==> src/rtl/reset_manager_pkg.sv <==
// Shared definitions for the reset manager: FSM encoding, cause bit layout,
// default timing constants and the debug view of internal state.
package reset_manager_pkg;

  typedef enum logic [1:0] {
    ST_RUN     = 2'd0,
    ST_HOLD    = 2'd1,
    ST_STAGGER = 2'd2,
    ST_HALT    = 2'd3
  } rm_state_t;

  localparam int CAUSE_POR = 3;
  localparam int CAUSE_WDT = 2;
  localparam int CAUSE_SW  = 1;
  localparam int CAUSE_BTN = 0;

  localparam int DEFAULT_ASSERT_CYCLES  = 16;
  localparam int DEFAULT_GAP_CYCLES     = 4;
  localparam int DEFAULT_ESCALATE_LIMIT = 3;
  localparam int BTN_FILTER_LEN         = 3;

  typedef struct packed {
    rm_state_t   state;
    logic [1:0]  esc;
  } rm_debug_t;

  function automatic int max_int(input int a, input int b);
    return (a > b) ? a : b;
  endfunction

endpackage

==> src/rtl/reset_manager_btn_filter.sv <==
// Push-button conditioning: 2-flop synchronizer followed by a run-length
// filter that emits a single-cycle pulse per press.
module btn_filter
  import reset_manager_pkg::*;
(
  input  logic clock,
  input  logic reset,
  input  logic btn_req,
  output logic btn_pulse
);

  logic [1:0] sync_q;
  logic [1:0] run_q, run_d;
  logic       fired_q, fired_d;
  logic       pulse_q, pulse_d;

  localparam logic [1:0] RUN_LAST = 2'(BTN_FILTER_LEN - 1);

  always_ff @(posedge clock or negedge reset) begin
    if (!reset) begin
      sync_q  <= 2'b00;
      run_q   <= 2'd0;
      fired_q <= 1'b0;
      pulse_q <= 1'b0;
    end else begin
      sync_q  <= {sync_q[0], btn_req};
      run_q   <= run_d;
      fired_q <= fired_d;
      pulse_q <= pulse_d;
    end
  end

  // A press only re-arms once a low synchronized sample has been seen.
  always_comb begin
    run_d   = run_q;
    fired_d = fired_q;
    pulse_d = 1'b0;
    if (!sync_q[1]) begin
      run_d   = 2'd0;
      fired_d = 1'b0;
    end else if (!fired_q) begin
      if (run_q == RUN_LAST) begin
        pulse_d = 1'b1;
        fired_d = 1'b1;
        run_d   = 2'd0;
      end else begin
        run_d = run_q + 2'd1;
      end
    end
  end

  assign btn_pulse = pulse_q;

endmodule

==> src/rtl/reset_manager.sv <==
// Reset sequencer: collects reset requests, drives staggered cpu/peripheral/
// watchdog resets, records sticky causes and locks out on repeated watchdog hits.
module reset_manager
  import reset_manager_pkg::*;
#(
  parameter int ASSERT_CYCLES  = DEFAULT_ASSERT_CYCLES,
  parameter int GAP_CYCLES     = DEFAULT_GAP_CYCLES,
  parameter int ESCALATE_LIMIT = DEFAULT_ESCALATE_LIMIT
) (
  input  logic       clock,
  input  logic       reset,
  input  logic       wdt_req,
  input  logic       sw_req,
  input  logic       btn_req,
  input  logic       cause_clear,
  output logic       cpu_reset,
  output logic       periph_reset,
  output logic       wdt_reset,
  output logic [3:0] cause,
  output logic       halt,
  output logic       busy,
  output rm_debug_t  debug
);

  localparam int CNT_W = $clog2(max_int(ASSERT_CYCLES, GAP_CYCLES) + 1);
  localparam logic [CNT_W-1:0] LAST_HOLD = CNT_W'(ASSERT_CYCLES - 1);
  localparam logic [CNT_W-1:0] LAST_GAP  = CNT_W'(GAP_CYCLES - 1);
  localparam logic [1:0]       ESC_LIMIT = 2'(ESCALATE_LIMIT);

  logic [1:0]       rst_sync_q;
  rm_state_t        state_q, state_d;
  logic [CNT_W-1:0] cnt_q, cnt_d;
  logic [1:0]       esc_q, esc_d;
  logic [3:0]       cause_q, cause_d, cause_new;
  logic             cpu_q, cpu_d, periph_q, periph_d, wdt_q, wdt_d;
  logic             halt_q, halt_d, busy_q, busy_d;
  logic             btn_pulse, req_any, rst_ok;

  btn_filter u_btn_filter (
    .clock     (clock),
    .reset     (reset),
    .btn_req   (btn_req),
    .btn_pulse (btn_pulse)
  );

  assign rst_ok  = rst_sync_q[1];
  assign req_any = wdt_req | sw_req | btn_pulse;

  always_ff @(posedge clock or negedge reset) begin
    if (!reset) begin
      rst_sync_q <= 2'b00;
      state_q    <= ST_HOLD;
      cnt_q      <= '0;
      esc_q      <= 2'd0;
      cause_q    <= 4'b1000;
      cpu_q      <= 1'b1;
      periph_q   <= 1'b1;
      wdt_q      <= 1'b1;
      halt_q     <= 1'b0;
      busy_q     <= 1'b1;
    end else begin
      rst_sync_q <= {rst_sync_q[0], 1'b1};
      state_q    <= state_d;
      cnt_q      <= cnt_d;
      esc_q      <= esc_d;
      cause_q    <= cause_d;
      cpu_q      <= cpu_d;
      periph_q   <= periph_d;
      wdt_q      <= wdt_d;
      halt_q     <= halt_d;
      busy_q     <= busy_d;
    end
  end

  always_comb begin
    state_d = state_q;
    cnt_d   = '0;
    case (state_q)
      ST_RUN: begin
        if (req_any) state_d = ST_HOLD;
      end
      ST_HOLD: begin
        // The count stays parked until reset release has been synchronized.
        if (rst_ok) begin
          if (cnt_q == LAST_HOLD) begin
            state_d = (esc_q == ESC_LIMIT) ? ST_HALT : ST_STAGGER;
          end else begin
            cnt_d = cnt_q + 1'b1;
          end
        end
      end
      ST_STAGGER: begin
        if (cnt_q == LAST_GAP) state_d = ST_RUN;
        else                   cnt_d   = cnt_q + 1'b1;
      end
      ST_HALT: begin
        if (cause_clear) state_d = ST_STAGGER;
      end
      default: state_d = ST_HOLD;
    endcase

    cause_new            = 4'b0000;
    cause_new[CAUSE_WDT] = wdt_req;
    cause_new[CAUSE_SW]  = sw_req;
    cause_new[CAUSE_BTN] = btn_pulse;
    cause_d = (cause_clear ? 4'b0000 : cause_q) | cause_new;

    // Any sw/btn involvement counts as a deliberate reset and clears escalation.
    esc_d = cause_clear ? 2'd0 : esc_q;
    if (state_q == ST_RUN && req_any) begin
      if (sw_req || btn_pulse) esc_d = 2'd0;
      else if (esc_d != 2'd3)  esc_d = esc_d + 2'd1;
    end
  end

  always_comb begin
    cpu_d    = (state_d != ST_RUN);
    periph_d = (state_d == ST_HOLD);
    wdt_d    = (state_d == ST_HOLD) || (state_d == ST_HALT);
    halt_d   = (state_d == ST_HALT);
    busy_d   = (state_d != ST_RUN);
  end

  assign cpu_reset    = cpu_q;
  assign periph_reset = periph_q;
  assign wdt_reset    = wdt_q;
  assign cause        = cause_q;
  assign halt         = halt_q;
  assign busy         = busy_q;
  assign debug.state  = state_q;
  assign debug.esc    = esc_q;

endmodule

==> config.mk <==
export PLATFORM = sky130hd
export DESIGN_NAME = reset_manager
export DESIGN_NICKNAME = d
export VERILOG_FILES = /design/src/rtl/reset_manager_pkg.sv /design/src/rtl/reset_manager_btn_filter.sv /design/src/rtl/reset_manager.sv
export SDC_FILE = /design/constraint.sdc
export NUM_CORES = 1
export LEC_CHECK = 0
export CORE_AREA = 2 2 43 61
export DETAILED_ROUTE_END_ITERATION = 8
export DIE_AREA = 0 0 45 63
export MAX_ROUTING_LAYER = met4
export PLACE_DENSITY = 0.76
export SETUP_SLACK_MARGIN = 0.5
export SYNTH_ARGS = -nofsm -noshare
export SYNTH_HDL_FRONTEND = slang
export SYNTH_SLANG_ARGS = --single-unit
export TNS_END_PERCENT = 30
==> constraint.sdc <==
create_clock -name clock -period 2.45 [get_ports clock]
set_input_delay 0.245 -clock clock [delete_from_list [all_inputs] [get_ports clock]]
set_output_delay 0.245 -clock clock [all_outputs]
set_load 0.01 [all_outputs]
==> run summary, run 1 <==
commonest cells in the netlist = 20 x dfrtp_1, 10 x inv_1, 10 x nor2_1
Fin. Hold Viols = 0
Setup Skew = 4.76 ps
syn nets = 115
critical path capture point = halt
die height = 63 µm
Buffers on Ports = 18
nets@finish = 140
leak pwr = 0.000637 µW
initial DRC count = 15
R2R Path Start = cnt_q[0]
Root Driver = clkbuf_4
Critical Path RT = 2650 ps
sequential-to-total area share from yosys stat = 56.7%
RSZ-0062 raised after global routing = true
design area = 0.00137 mm²
core area = 0.00231 mm²
WP data arrival = 2050 ps
endpoints failing setup = 0
TritonCTS clock tree = built
Post-Route WL = 1.78 mm
GRT Total Usage = 15.3%
CTS sink cnt = 25
share of cells above drive strength 1 = 12.1%
vias in the first global route = 727
CP startpoint = cnt_q[0]
Hold Path Class = input pin to async pin
Main synth FF type = dfrtp_1
CTS Buf Count = 3
Worst R2R End = halt
WP depth = 8
cell area after synthesis = 0.00111 mm²
synth top area cells = dfrtp_1 45%, dfstp_2 12%, ha_1 10%, inv_1 3.4%, nor2_1 3.4%
Initial Utilization = 48.2%
register area = 632 µm²
Die Area = 0.00284 mm²
worst path bufs/invs = 1
Pwr Total = 1090 µW
drt wl/cell = 12.1 µm
Fmax = 541 MHz
post-synth top area share = 44.9%
I/O pin count = 19
largest area contributor in the netlist = dfrtp_1
total gr overflow = 0
footprint of the multi-input gates = 440 µm²
H-tree Lvls = 1
worst path cell trace = ha_1 > and3_1 > ha_2 > a21oi_1 > nor2b_1 > a222oi_1 > buf_4 > nor2_1
slowest stage delay, CP = 420 ps
CP Capture Type = flip-flop
largest net degree at the start of global routing = 26
VDD IR-drop max = 465 µV
MaxCap Viol Count = 0
Worst-Skew Late Latency = 310 ps
router iterations before antenna repair = 4
placed inst area = 0.00132 mm²
Post-synth EDFFs = 0
Final Wtd Congestion = 0.868
hold buffers post-CTS = 0
flops & latches, synth = 25
minimum clock period after layout = 1850 ps
Die X = 45 µm
row cnt = 21
Syn Inst Count = 100
pwr/cell area = 798 mW/mm²
setup TNS = 0 ps
Filler cells = 216
cell family with most CP delay = compound AO/OA/AOI/OAI gates
CP Class = flip-flop to flip-flop
async set-reset flop share out of synthesis = 100%
diode count = 0
cell with the most instances after synthesis = dfrtp_1
clock-pin transition on the worst setup and hold timing paths = 120 ps
via/cell ratio = 5.33
Netlist cell types = 32
Max FO, Critical Path = 5
R2R cell count = 8
drt drc = 0
Area Growth Syn to Fin = 22.8%
DR vias = 783
global-route wire length before repair = 3.06 mm
R2R Setup Slk = 600 ps
DRT antenna net count = 0
status = finished clean
CTS Buffer Depth = 2
post-DP HPWL = 1.37 mm
Slew Viols, Final = 0
crit share post-route = 75.5%
Mean Syn Cell Area = 11.1 µm²
startpoint types = flip-flop
antenna violations before repair = 0
total of warnings raised by yosys = 0
CP max stage cell = dfrtp_1
## through the flow
step / hold slack (ps) / util, % / cells / setup WS, ps
floorplan: -50.6 / - / 100 / 570
CTS: 283 / 58.8 / 146 / 543
global placement: 333 / 57.3 / 141 / 407
global route: 276 / 59.2 / 147 / 476
detailed placement: 336 / 57.3 / 141 / 315
finish: 282 / 59.2 / 147 / 601
## layer usage
layer | track usage (%) | wire length, µm
met3 | 3.47 | 42
met1 | 17.2 | 717
met2 | 24.5 | 979
met4 | 7.72 | 36
met5 | - | 0
## area by class of cell
cell class	count	area share (%)
clock buffers	3	1.65
clock inverters	1	0.366
inverters	10	2.74
multi-input cells	64	32.2
flip-flops and latches	25	46.2
well taps	23	2.10
repair buffers	21	14.8
## report_power, final
part / switching [µW] / internal, µW
logic: 166 / 197
clock network: 110 / 60.9
registers: 56.8 / 501
## cells by family (layout without fill, tap and decap cells)
logic type      count (synthesis)  count (layout)  synth area share [%]
flops                          25              25                  56.7
simple gates                   32              32                  14.9
xor+xnor                        2               2                  1.57
other cells                     1               1                 0.336
compound gates                 20              20                  12.3
buf+inv                        11              35                  4.04
fa+ha+maj                       9               9                  10.1
## registers in the layout, indices dropped and copies added (netlist names)
signal                  cells
cnt_q                       5
cause                       4
esc_q                       2
rst_sync_q                  2
state_q                     2
u_btn_filter.run_q          2
u_btn_filter.sync_q         2
busy                        1
halt                        1
periph_reset                1
u_btn_filter.btn_pulse      1
u_btn_filter.fired_q        1
wdt_reset                   1
## cell usage in the layout (no fill, tap or decap), types with 2 or more instances in the layout
cell and instances:
dfrtp_1 20, nor2_1 10, o21ai_0 2, nand2_1 7, o31ai_1 2, a21oi_1 3, o211ai_1 2, dfstp_2 5
nand3_1 2, nor3_1 2, ha_1 8, clkbuf_4 3, clkdlybuf4s50_1 18, a21o_1 2, or3_1 2, nor2b_1 4
a31oi_1 2, buf_4 3, inv_1 10
## how the worst min path moves through the flow
stage	endpoint	cells after the start	slack (ps)	start
after global routing	cnt_q[3]	2	280	reset
final	cnt_q[0]	2	280	reset
after CTS	cnt_q[0]	2	280	reset
after detailed placement	rst_sync_q[1]	0	340	rst_sync_q[0]
after global placement	rst_sync_q[1]	0	330	rst_sync_q[0]
after floorplan	cause[0]	0	-50	reset
## timing repair
item	4_1_cts	5_1_grt
buffers inserted	1	1
endpoints found under the setup margin	5	3
gates resized for setup	0	1
pin swaps	1	0
Power figures use the tool's default switching activity.
==> inputs of run 2 (changes only) <==
- clock period: 2.45 -> 1.8 ns (I/O delays scaled with it)
==> run summary, run 2 (synthesized netlist as in run 1, its figures left out) <==
status = finished with violations (was finished clean)
failing checks = negative setup slack
setup TNS = -255 ps (was 0 ps)
minimum clock period after layout = 1890 ps (was 1850 ps)
CP Class = flip-flop to flip-flop (unchanged)
row cnt = 21 (unchanged)
DRT antenna net count = 0 (unchanged)
Final Wtd Congestion = 0.810 (was 0.868)
commonest non-fill, non-tap cell in the layout = dfrtp_1 (unchanged)
die height = 63 µm (unchanged)
antenna violations before repair = 0 (unchanged)
Worst-Skew Late Latency = 300 ps (was 310 ps)
Fin. Hold Viols = 0 (unchanged)
startpoint types = flip-flop (unchanged)
CP max stage cell = dfrtp_1 (unchanged)
Die Area = 0.00284 mm² (unchanged)
placed inst area = 0.00138 mm² (was 0.00132 mm²)
clock-pin transition on the worst setup and hold timing paths = 120 ps (about the same)
R2R cell count = 8 (unchanged)
CTS sink cnt = 25 (unchanged)
Fmax = 528 MHz (was 541 MHz)
Initial Utilization = 48.2% (unchanged)
Slew Viols, Final = 0 (unchanged)
DR vias = 846 (was 783)
vias in the first global route = 839 (was 727)
TritonCTS clock tree = built (unchanged)
Post-Route WL = 2.13 mm (was 1.78 mm)
core area = 0.00231 mm² (unchanged)
Critical Path RT = 2000 ps (was 2650 ps)
CTS Buffer Depth = 2 (unchanged)
Finished Core Util = 62.7% (was 59.2%)
drt drc = 0 (unchanged)
Buffers on Ports = 18 (unchanged)
Setup Skew = 3.13 ps (was 4.76 ps)
commonest cells after routing, fill and taps aside = 20 x dfrtp_1, 10 x inv_1, 10 x buf_4, 9 x nor2_1 (was 20 x dfrtp_1, 18 x clkdlybuf4s50_1, 10 x inv_1, 10 x nor2_1, 8 x ha_1)
CTS Buf Count = 3 (unchanged)
hold buffers post-CTS = 0 (unchanged)
Root Driver = clkbuf_4 (unchanged)
pwr/cell area = 1070 mW/mm² (was 798 mW/mm²)
router iterations before antenna repair = 4 (unchanged)
MaxCap Viol Count = 0 (unchanged)
cell family with most CP delay = compound AO/OA/AOI/OAI gates (unchanged)
slowest stage delay, CP = 420 ps (about the same)
Worst R2R End = halt (unchanged)
max reg flops = 5 (unchanged)
RSZ-0062 raised after global routing = true (unchanged)
R2R Path Start = cnt_q[1] (was cnt_q[0])
CP Capture Type = flip-flop (unchanged)
initial DRC count = 18 (was 15)
drt wl/cell = 13.8 µm (was 12.1 µm)
worst path cell trace = ha_2 > and3_4 > ha_4 > a21oi_2 > nor2b_1 > a222oi_1 > buf_4 > nor2_1 (was ha_1 > and3_1 > ha_2 > a21oi_1 > nor2b_1 > a222oi_1 > buf_4 > nor2_1)
share of cells above drive strength 1 = 26.5% (was 12.1%)
WP data arrival = 2090 ps (was 2050 ps)
global-route wire length before repair = 3.63 mm (was 3.06 mm)
worst path bufs/invs = 1 (unchanged)
Max FO, Critical Path = 5 (unchanged)
design area = 0.00145 mm² (was 0.00137 mm²)
largest net degree at the start of global routing = 26 (unchanged)
Area Growth Syn to Fin = 30.0% (was 22.8%)
diode count = 0 (unchanged)
I/O pin count = 19 (unchanged)
nets@finish = 148 (was 140)
leak pwr = 0.000702 µW (was 0.000637 µW)
Hold Path Class = input pin to async pin (unchanged)
VDD IR-drop max = 687 µV (was 465 µV)
post-DP HPWL = 1.50 mm (was 1.37 mm)
fin worst setup slack = -92.2 ps (was 601 ps)
endpoints failing setup = 5 (was 0)
via/cell ratio = 5.46 (was 5.33)
total gr overflow = 0 (unchanged)
R2R Setup Slk = -90 ps (was 600 ps)
Die X = 45 µm (unchanged)
Top reg by flops = cnt_q (unchanged)
GRT Total Usage = 17.3% (was 15.3%)
crit share post-route = 105% (was 75.5%)
H-tree Lvls = 1 (unchanged)
-- run 2: power by group --
part,internal (µW),switching (µW)
Sequential,682,72.6
Clock,82.8,149
Combinational,282,278
Total,1050,499
-- run 2: worst reg2reg max path, delay by kind of cell (launching register included) --
| family | cells | cell delay (ps) |
|---|---|---|
| compound gates | 2 | 530 |
| flops | 1 | 420 |
| buf+inv | 1 | 210 |
| simple gates | 3 | 290 |
| fa+ha+maj | 2 | 330 |
-- run 2: final cells by class --
type / instances / area, µm²
Inverter: 10 / 37.5
Clock buffer: 3 / 22.5
Timing Repair Buffer: 29 / 239
Clock inverter: 1 / 5.00
Tap cell: 23 / 28.8
Multi-Input combinational cell: 64 / 484
Sequential cell: 25 / 632
Fill cell: 195 / 863
-- run 2: worst max path at each step --
| stage | slack [ps] | start | depth (start not counted) | to |
|---|---|---|---|---|
| finish | -90 | cnt_q[1] | 8 | halt |
| global route | -200 | cnt_q[1] | 8 | halt |
| CTS | -80 | cnt_q[1] | 8 | halt |
| detailed placement | -80 | wdt_req | 5 | halt |
| global placement | -30 | wdt_req | 5 | halt |
| floorplan | 30 | cnt_q[0] | 7 | halt |
-- run 2: what timing repair did --
action | 4_1_cts | 5_1_grt
setup buffers | 6 | 0
pin swaps | 11 | 9
gates cloned | 0 | 0
gates resized for setup | 25 | 9
setup endpoints to repair | 25 | 19
-- run 2: metrics by stage --
step | cells | hold slack, ps | power (µW) | setup WS [ps]
after floorplan | 100 | -116 | 1020 | 29.5
after global placement | 145 | 338 | 1270 | -33.3
after detailed placement | 145 | 345 | 1290 | -75.1
after CTS | 155 | 219 | 1570 | -84.9
after global routing | 155 | 224 | 1660 | -198
final | 155 | 221 | 1550 | -92.2
-- run 2: per-layer routing --
metal  vias up  GRT usage [%]  wire (µm)
met5         -              -          0
met4         0           9.19         72
met3        10           3.47         59
met2        21           27.1       1210
met1       411           20.1        795
li1        404              -          -
==> inputs of run 3 (changes only) <==
==> constraint.sdc (replaced) <==
create_clock -name clock -period 1.8 [get_ports clock]
set_input_delay 0.36 -clock clock [delete_from_list [all_inputs] [get_ports clock]]
set_output_delay 0.36 -clock clock [all_outputs]
set_load 0.01 [all_outputs]
==> run summary, run 3 (synthesized netlist as in run 1, its figures left out) <==
die height = 63 µm (unchanged)
startpoint types = flip-flop (unchanged)
WP depth = 8 (unchanged)
drt wl/cell = 13.1 µm (was 13.8 µm)
minimum clock period after layout = 1810 ps (was 1890 ps)
Root Driver = clkbuf_4 (unchanged)
endpoints failing setup = 1 (was 5)
Pwr Total = 1630 µW (was 1550 µW)
leak pwr = 0.000705 µW (was 0.000702 µW)
share of cells above drive strength 1 = 37.9% (was 26.5%)
Post-Route WL = 2.03 mm (was 2.13 mm)
hold endpoint = u_btn_filter.sync_q[1]
Hold Path Cell Cnt = 0
Buffers on Ports = 18 (unchanged)
R2R Path Start = cnt_q[1] (unchanged)
router iterations before antenna repair = 4 (unchanged)
Initial Utilization = 48.2% (unchanged)
worst path bufs/invs = 1 (unchanged)
WP data arrival = 2010 ps (was 2090 ps)
Critical Path RT = 2000 ps (about the same)
diode count = 0 (unchanged)
DR vias = 806 (was 846)
row cnt = 21 (unchanged)
drt drc = 0 (unchanged)
clock-pin transition on the worst setup and hold timing paths = 130 ps (was 120 ps)
global-route wire length before repair = 3.42 mm (was 3.63 mm)
Hold Startpoint = u_btn_filter.sync_q[0]
initial DRC count = 16 (was 18)
CP max stage cell = dfrtp_1 (unchanged)
MaxCap Viol Count = 0 (unchanged)
crit share post-route = 100% (was 105%)
Top reg by flops = cnt_q (unchanged)
GRT Total Usage = 16.1% (was 17.3%)
largest net degree at the start of global routing = 26 (unchanged)
Fmax = 554 MHz (was 528 MHz)
DRT antenna net count = 0 (unchanged)
Final Wtd Congestion = 0.768 (was 0.810)
slowest stage delay, CP = 410 ps (was 420 ps)
pre-CTS worst setup slack = -189 ps (was -75.1 ps)
CP Class = flip-flop to flip-flop (unchanged)
H-tree Lvls = 1 (unchanged)
VDD IR-drop max = 839 µV (was 687 µV)
Hold Path Class = flip-flop to flip-flop (was input pin to async pin)
max reg flops = 5 (unchanged)
total gr overflow = 0 (unchanged)
worst path cell trace = ha_2 > and3_4 > ha_4 > a21oi_2 > nor2b_1 > a222oi_1 > buf_4 > nor2_1 (unchanged)
Worst-Skew Late Latency = 310 ps (was 300 ps)
RSZ-0062 raised after global routing = true (unchanged)
antenna violations before repair = 0 (unchanged)
CP Capture Type = flip-flop (unchanged)
pwr/cell area = 1070 mW/mm² (about the same)
hold buffers post-CTS = 0 (unchanged)
Slew Viols, Final = 0 (unchanged)
status = finished with violations (unchanged)
Die X = 45 µm (unchanged)
CTS Buffer Depth = 2 (unchanged)
commonest cells after routing, fill and taps aside = 20 x dfrtp_1, 10 x buf_6, 9 x nor2_1, 8 x inv_1, 8 x buf_4 (was 20 x dfrtp_1, 10 x inv_1, 10 x buf_4, 9 x nor2_1)
R2R cell count = 8 (unchanged)
Worst R2R End = halt (unchanged)
Setup Skew = 5.79 ps (was 3.13 ps)
Area Growth Syn to Fin = 36.6% (was 30.0%)
Max FO, Critical Path = 5 (unchanged)
core area = 0.00231 mm² (unchanged)
nets@finish = 148 (unchanged)
I/O pin count = 19 (unchanged)
CTS sink cnt = 25 (unchanged)
commonest non-fill, non-tap cell in the layout = dfrtp_1 (unchanged)
Fin. Hold Viols = 0 (unchanged)
vias in the first global route = 847 (was 839)
TritonCTS clock tree = built (unchanged)
post-DP HPWL = 1.54 mm (was 1.50 mm)
cell family with most CP delay = compound AO/OA/AOI/OAI gates (unchanged)
Die Area = 0.00284 mm² (unchanged)
failing checks = negative setup slack (unchanged)
CTS Buf Count = 3 (unchanged)
fin worst setup slack = -5.83 ps (was -92.2 ps)
via/cell ratio = 5.20 (was 5.46)
R2R Setup Slk = -6 ps (was -90 ps)
==> run 3: changes by cell type in the layout (fill, tap and decap cells not counted), moves of 2 or more <==
cell / before / now
dlygate4sd2_1: 7 / 0
clkbuf_2: 3 / 0
inv_1: 10 / 8
buf_6: 2 / 10
inv_2: 0 / 2
buf_4: 10 / 8
buf_2: 1 / 6
ha_1: 6 / 2
ha_4: 1 / 5
==> run 3: worst max path at each step <==
stage	startpoint	to	slack, ps
after floorplan	cnt_q[0]	halt	30
after global placement	wdt_req	halt	-210
after detailed placement	wdt_req	halt	-190
after CTS	cnt_q[1]	halt	-20
after global routing	cnt_q[1]	halt	-80
final	cnt_q[1]	halt	-6
==> run 3: power by group <==
group          total (µW)  switching, µW  internal [µW]
logic                 638            303            335
registers             752           68.8            683
clock network         242            158           84.5
total                1630            529           1100
==> run 3: cell type report <==
type / count / area (µm²)
Inverter: 10 / 37.5
Timing Repair Buffer: 29 / 255
Clock buffer: 3 / 22.5
Clock inverter: 1 / 7.51
Fill cell: 193 / 790
Tap cell: 23 / 28.8
Multi-Input combinational cell: 64 / 539
Sequential cell: 25 / 632
==> run 3: timing repair <==
action | CTS | global route
gates resized for setup | 57 | 22
gates cloned | 0 | 0
pin swaps | 5 | 9
setup endpoints to repair | 24 | 23
setup buffers | 1 | 2
==> run 3: metal layers <==
layer / vias to the layer above / wire length, µm / track usage, %
met3: 2 / 28 / 2.02
met1: 400 / 795 / 17.1
met4: 0 / 7 / 4.41
li1: 400 / - / -
met2: 4 / 1200 / 29.6
met5: - / 0 / -
==> run 3: metrics by stage <==
stage	hold slack [ps]	cells	instance area [µm²]	utilization [%]	TNS, ps
after floorplan	64.4	100	1140	-	0
after global placement	337	148	1400	60.6	-807
after detailed placement	340	148	1400	60.6	-740
after CTS	373	153	1430	61.7	-21.2
after global routing	375	155	1520	65.9	-159
final	369	155	1520	65.9	-5.83
==> run 3: worst reg2reg max path: stages (launching register included) <==
cell and delay [ps]:
dfrtp_1 410, ha_2 180, and3_4 180, ha_4 170, a21oi_2 110, nor2b_1 50, a222oi_1 350, buf_4 200
nor2_1 40
